`src/rtl/lifo_cmd_driver.sv`:
```
// rtl/lifo_cmd_driver.sv - request/response front end issuing registered push/pop commands to a stack
module lifo_cmd_driver #(
    parameter int DATA_WIDTH   = 4,
    parameter int NUM_ENTRIES  = 8,
    parameter int OPCODE_WIDTH = 2,
    parameter int COUNT_WIDTH  = 4
) (
    input  logic                               clk,
    input  logic                               reset,
    input  logic                               req_valid,
    output logic                               req_ready,
    input  logic [OPCODE_WIDTH-1:0]            req_op,
    input  logic [DATA_WIDTH-1:0]              req_data,
    output logic                               rsp_valid,
    output logic [DATA_WIDTH-1:0]              rsp_data,
    output logic                               rsp_err,
    output logic                               rsp_last,
    output logic [OPCODE_WIDTH+DATA_WIDTH-1:0] lifo_vector,
    input  logic [DATA_WIDTH-1:0]              lifo_data,
    output logic [COUNT_WIDTH-1:0]             count
);

    typedef enum logic [2:0] {
        IDLE,
        PUSH,
        POP,
        WAIT,
        ERR
    } state_t;

    localparam logic [OPCODE_WIDTH-1:0] OP_NOP   = OPCODE_WIDTH'(0);
    localparam logic [OPCODE_WIDTH-1:0] OP_POP   = OPCODE_WIDTH'(1);
    localparam logic [OPCODE_WIDTH-1:0] OP_PUSH  = OPCODE_WIDTH'(2);
    localparam logic [OPCODE_WIDTH-1:0] OP_FLUSH = OPCODE_WIDTH'(3);

    localparam logic [COUNT_WIDTH-1:0] FULL  = COUNT_WIDTH'(NUM_ENTRIES);
    localparam logic [COUNT_WIDTH-1:0] EMPTY = '0;
    localparam logic [COUNT_WIDTH-1:0] ONE   = COUNT_WIDTH'(1);

    localparam logic [OPCODE_WIDTH+DATA_WIDTH-1:0] VEC_NOP = '0;
    localparam logic [OPCODE_WIDTH+DATA_WIDTH-1:0] VEC_POP = {OP_POP, {DATA_WIDTH{1'b0}}};

    state_t                              state, state_nxt;
    logic [COUNT_WIDTH-1:0]              count_nxt;
    logic                                flush, flush_nxt;
    logic [OPCODE_WIDTH+DATA_WIDTH-1:0]  vector_nxt;
    logic                                rsp_valid_nxt;
    logic                                rsp_err_nxt;
    logic                                rsp_last_nxt;
    logic [DATA_WIDTH-1:0]               rsp_data_nxt;

    // Requests are only taken while idle; every operation returns here.
    assign req_ready = (state == IDLE);

    // State, occupancy, stack command and response registers.
    always_ff @(posedge clk) begin
        if (reset) begin
            state       <= IDLE;
            count       <= '0;
            flush       <= 1'b0;
            lifo_vector <= '0;
            rsp_valid   <= 1'b0;
            rsp_err     <= 1'b0;
            rsp_last    <= 1'b0;
            rsp_data    <= '0;
        end else begin
            state       <= state_nxt;
            count       <= count_nxt;
            flush       <= flush_nxt;
            lifo_vector <= vector_nxt;
            rsp_valid   <= rsp_valid_nxt;
            rsp_err     <= rsp_err_nxt;
            rsp_last    <= rsp_last_nxt;
            rsp_data    <= rsp_data_nxt;
        end
    end

    // Next-state logic; the command and response are computed one cycle
    // ahead so they appear registered in the state they belong to.
    always_comb begin
        state_nxt     = state;
        count_nxt     = count;
        flush_nxt     = flush;
        vector_nxt    = VEC_NOP;
        rsp_valid_nxt = 1'b0;
        rsp_err_nxt   = 1'b0;
        rsp_last_nxt  = 1'b0;
        rsp_data_nxt  = rsp_data;

        case (state)
            IDLE: begin
                if (req_valid) begin
                    case (req_op)
                        OP_PUSH: begin
                            if (count < FULL) begin
                                state_nxt  = PUSH;
                                vector_nxt = {OP_PUSH, req_data};
                                count_nxt  = count + ONE;
                            end else begin
                                state_nxt     = ERR;
                                rsp_valid_nxt = 1'b1;
                                rsp_err_nxt   = 1'b1;
                                rsp_data_nxt  = '0;
                            end
                        end
                        OP_POP, OP_FLUSH: begin
                            if (count != EMPTY) begin
                                state_nxt  = POP;
                                vector_nxt = VEC_POP;
                                flush_nxt  = (req_op == OP_FLUSH);
                            end else begin
                                // Empty flush reports as a single, final error.
                                state_nxt     = ERR;
                                rsp_valid_nxt = 1'b1;
                                rsp_err_nxt   = 1'b1;
                                rsp_last_nxt  = (req_op == OP_FLUSH);
                                rsp_data_nxt  = '0;
                            end
                        end
                        default: begin
                            state_nxt = IDLE;
                        end
                    endcase
                end
            end
            PUSH: begin
                state_nxt = IDLE;
            end
            POP: begin
                state_nxt = WAIT;
                count_nxt = (count != EMPTY) ? count - ONE : EMPTY;
            end
            WAIT: begin
                // Stack output now reflects the pop issued during POP.
                rsp_valid_nxt = 1'b1;
                rsp_data_nxt  = lifo_data;
                rsp_last_nxt  = flush && (count == EMPTY);
                if (flush && (count != EMPTY)) begin
                    state_nxt  = POP;
                    vector_nxt = VEC_POP;
                end else begin
                    state_nxt = IDLE;
                    flush_nxt = 1'b0;
                end
            end
            ERR: begin
                state_nxt = IDLE;
            end
            default: begin
                state_nxt = IDLE;
                flush_nxt = 1'b0;
            end
        endcase
    end

endmodule

```
`config.mk`:
```
export PLATFORM = sky130hd
export DESIGN_NAME = lifo_cmd_driver
export DESIGN_NICKNAME = d
export VERILOG_FILES = /design/src/rtl/lifo_cmd_driver.sv
export SDC_FILE = /design/constraint.sdc
export NUM_CORES = 1
export LEC_CHECK = 0
export ABC_AREA = 1
export CORE_ASPECT_RATIO = 0.9
export CORE_UTILIZATION = 45
export DETAILED_ROUTE_END_ITERATION = 16
export PLACE_DENSITY = 0.77
export RECOVER_POWER = 50
export SYNTH_ARGS = -nofsm -noshare
export SYNTH_HDL_FRONTEND = slang
export SYNTH_SLANG_ARGS = --single-unit
```
`constraint.sdc`:
```
create_clock -name clk -period 1.7 [get_ports clk]
set_input_delay 0.255 -clock clk [delete_from_list [all_inputs] [get_ports clk]]
set_output_delay 0.255 -clock clk [all_outputs]
set_load 0.1 [all_outputs]
```
Word level (Yosys, flattened, before mapping)
Index checks and enable logic that the tools add are counted.

operators by class
  add/sub/neg operators = 2
  order comparisons = 1
  equal/unequal tests = 16
  multiplexer cells = 36
  bitwise operators = 2
  reduce and logical (&&, ||, !) cells = 13

operator list
  operator                                                               number
  4-bit 2-to-1 mux                                                       7
  4-bit case mux with 2 select lines                                     3
  6-bit case mux with 2 select lines                                     2
  6-bit 2-to-1 mux                                                       2
  1-bit 2-to-1 mux                                                       10
  5-bit 2-to-1 mux                                                       2
  5-bit AND reduction                                                    2
  3-bit 2-to-1 mux                                                       3
  3-bit case mux with 3 select lines                                     1
  2-bit by 1-bit != test with 1-bit output, second input constant        4
  3-bit by 2-bit equality test with 1-bit output, second input constant  2
  3-bit != test, second input constant                                   2
  1-bit case mux with 2 select lines                                     3
  3-bit case mux with 2 select lines                                     1
  4-bit by 1-bit adder with 4-bit output, second input constant          1
  2-bit equality test, second input constant                             2
  4-bit logical NOT                                                      1
  4-bit less-than comparator, second input constant                      1
  2-bit != test, second input constant                                   2
  4-bit AND reduction                                                    1
  2-bit nonzero test                                                     2
  4-bit nonzero test                                                     1
  2-bit OR reduction                                                     2
  4-bit by 1-bit subtractor with 4-bit output, second input constant     1
  10 further kinds                                                       12

storage, ports and cells
  register bits after elaboration = 21
  logic and storage cells = 78

Logic depth before layout (Yosys ltp)
  depth in word-level cells = 5
  depth in mapped cells = 10

Least setup slack after synthesis
OpenSTA, ideal clock, no wires.

  kind = flip-flop to flip-flop
  from = register count[0]
  to = register flush
  library setup time = 0.113 ns
  arrival = 2.026 ns
  required time = 1.587 ns
  slack = -0.439 ns
  stages on the path, launching flop included = 11
  path buffers = 0
  period minus slack after synthesis = 2.139 ns
  cells stage by stage = dfxtp_1 inv_1 ha_1 nand2_1 nand2_1 nand2_1 nand2_1 nor2_1 nand2_1 nand2_1 nor2_1

on the way
  longest elaborated chain between the ends = 4

RTL lines
  element                            RTL line  source
  start, declared                    20        output logic [COUNT_WIDTH-1:0] count
  start signal, assigned             68        count <= count_nxt;
  4-bit nonzero test (*)             107, 138
  1-bit logical AND                  138       if (flush && (count != EMPTY)) begin
  2-bit != test (no line)            --
  5-bit AND reduction (no line) (*)  --
  end signal, assigned               69        flush <= flush_nxt;
  end, declared                      45        logic flush, flush_nxt;

Every way passes the cells marked *; elsewhere a longest branch is shown, timed or not.
A chain may end at the register's enable or synchronous reset.

Final worst setup path
  from = register state[2]
  to = output port req_ready

on the way
  longest elaborated chain between the ends = 1

RTL lines
  element                 RTL line  source
  start, declared         43        state_t state, state_nxt;
  start signal, assigned  67        state <= state_nxt;
  3-bit logical NOT       53        assign req_ready = (state == IDLE);
  end, declared           11        output logic req_ready,

No other way between the ends.

==> impl_metrics.ini <==
[status]
status = finished clean

[sta]
setup_tns_ps = 0
worstMarginPinSlew_ps = 546.6
setup_viol = 0
period_minus_slack_ps = 1588
grt_setup_unrepaired = false
hold_viol = 0
finClkSkew_ps = 4.595
timing.final.crit_share = 0.9343
slew_viol_final = 0
slew-limit-headroom = 0.6372
fmax_mhz = 629.6

[layout]
diodes = 0
final_nets = 190
area_delta_synth_final_pct = 33.87
utilization = 0.6698
drive_above_1_share = 0.2197
fill_cells = 169

[logic_synthesis]
synth_xor_area_frac = 0.02615
syn_area_per_cell_um2 = 7.177
yosys_warnings = 0
yosysSeqAreaShare = 0.4184
synth_area_leader_cell = dfxtp_1
synth-simple-area-share = 0.3425
ys_seq_elements = 21
netlist_area_um2 = 1005
yosys.area.top_type_share = 0.4184
synth_fa_ha_area_frac = 0.03736
syn_nets = 156
ys_top_cells_by_count = nand2_1 (35), dfxtp_1 (21), nor2_1 (20), inv_1 (14), a21oi_1 (11)
synth_ff_type = dfxtp_1
async_reset_ff_frac = 0
synthTopCellsByArea = dfxtp_1 (42%), nand2_1 (13%), nor2_1 (7.5%)
synth_top_family_by_area = simple AND/OR/NAND/NOR gates
synth_edf_count = 0
yosysUniqueCellTypes = 21
muxShareOfSynthArea = 0
synth-compound-area-share = 0.09838
syn_inst = 140
yosysMostFrequentCell = nand2_1

[cts]
cts.sinks = 21
cts_root_buffer = clkbuf_4
clk_latency_ps = 310
cts_tree = built
cts_made_buffers = 3
path_clk_slew_ps = 120
holdBufCountCts = 0
clock_path_buffers = 2
cts_htree_levels = 1

[global_route]
antenna_found_initial = 0
grt-ovfl-total = 0
first_global_vias = 925
grt_pass1_wl_um = 3939
grt_max_degree = 14
track_usage = 0.2245

[min_path]
hold_depth = 3
holdCritPathClass = in2reg

[pwr]
powerDensity_nw_per_um2 = 930.1
power_leakage_nw = 0.6380
ir_drop_uv = 739.3

[floorplan]
pin_count = 31
start_util = 0.5003
rows = 15
fp.dieArea_um2 = 2426
core-area_um2 = 2008
die_h_um = 46.83
die_width_um = 51.81

[flow_run]
cap_viol_max_count = 0

[drt]
postRouteAntennaNets = 0
dr.first_iter.drc_count = 31
wl_per_cell_um = 12.14
dr_total_vias = 1005
totalWireLength_um = 2403
dr.pass1.iters = 4
drc = 0
vias_per_cell = 5.076

[place]
hpwlAfterDp_um = 1807
port_buffers = 30
gp_congestion = 0.9468

[worst_setup_path]
crit_type = reg2out
path_cells = inv_2 > nand2_2 > nor2_4 > buf_12
cp-end-kind = output pin
cp_data_arrival_time_ps = 1330
worstPathRequired_ps = 1440
crit_path_max_incr_delay_ps = 370
cpMaxStageDelayCell = dfxtp_1
startpoint_type = flip-flop
worstRegToRegCells = 10
cp_max_fo = 10
-- path summary, 6_finish.rpt --
| check | start | end | slack, ps |
|---|---|---|---|
| max | state[2] | req_ready | 110 |
| min | req_data[0] | lifo_vector[0] | 450 |
| max reg2reg | count[0] | flush | 210 |
| min reg2reg | rsp_data[2] | rsp_data[2] | 510 |
-- flip-flops by register name, summed over array words and instances (netlist names) --
signal / flops
rsp_data: 4
rsp_last: 1
rsp_valid: 1
rsp_err: 1
lifo_vector: 6
state: 3
count: 4
flush: 1
-- layer usage --
layer  routed length, µm  global-route usage
met5                   0                   0
met4                   6             0.03784
met3                 171             0.05825
met2                1163              0.4078
met1                1062              0.2761
-- cell usage in the layout, fill, tap and decap left out --
master | synthesis | final
nand3_1 | 9 | 9
nand4_1 | 3 | 3
o21ai_0 | 2 | 2
buf_4 | 0 | 2
nand4_2 | 1 | 1
nand2_2 | 3 | 3
nand2_1 | 35 | 35
inv_1 | 14 | 14
o21ai_2 | 1 | 1
dfxtp_4 | 0 | 2
xor2_1 | 3 | 3
o21ai_1 | 2 | 2
o211ai_1 | 2 | 2
ha_1 | 3 | 3
nor2_1 | 20 | 20
clkdlybuf4s50_1 | 0 | 12
buf_12 | 0 | 4
nor2_4 | 2 | 2
dfxtp_1 | 21 | 19
inv_2 | 3 | 3
a21oi_1 | 11 | 11
nand3_2 | 2 | 2
clkbuf_4 | 0 | 3
clkinvlp_4 | 0 | 1
clkbuf_2 | 1 | 14
-- critical path: cells and delay by family, from the launching register on --
| family | cells | cell delay, ps |
|---|---|---|
| AND/OR/NAND/NOR | 2 | 330 |
| buffers and inverters | 2 | 310 |
| flip-flops | 1 | 370 |
-- stage by stage --
step,hold slack [ps],cell area [µm²],setup slack [ps],power (mW),cells
2_1_floorplan,324.1,1015,27.37,0.8743,140
3_3_place_gp,488.7,1528,145.7,1.035,194
4_1_cts,445.0,1558,106.2,1.297,198
5_1_grt,444.4,1345,29.54,1.324,198
3_5_place_dp,502.9,1528,106.1,1.047,194
6_report,446.2,1345,111.7,1.251,198
-- where the power goes --
part / switching, mW / internal, mW / total (mW) / leakage, nW
registers: 0.0294 / 0.519 / 0.548 / 0.172
clock network: 0.162 / 0.0898 / 0.252 / 0.0139
logic: 0.312 / 0.139 / 0.451 / 0.452
total: 0.503 / 0.748 / 1.25 / 0.638
-- logic make-up after synthesis --
family / count (synthesis)
AOI/OAI and AO/OA: 18
xor gates and xnor gates: 3
adders and majority gates: 3
buffers and inverters: 20
DFF: 21
and+or+nand+nor: 75
-- repair_timing --
| action | in CTS | in global routing |
|---|---|---|
| setup buffers | 0 | 0 |
| endpoints found under the setup margin | 0 | 1 |
| resized for setup | 0 | 1 |
-- final cells by class --
class / count / area, µm² / area share
repair buffers: 32 / 285.3 / 0.2121
flip-flops and latches: 21 / 427.9 / 0.3181
inverters: 17 / 63.81 / 0.04744
multi-input cells: 99 / 506.7 / 0.3767
clock buffers: 3 / 22.52 / 0.01674
clock inverters: 1 / 7.507 / 0.005581
well taps: 25 / 31.28 / 0.02326
(Power assumes the default switching activity.)
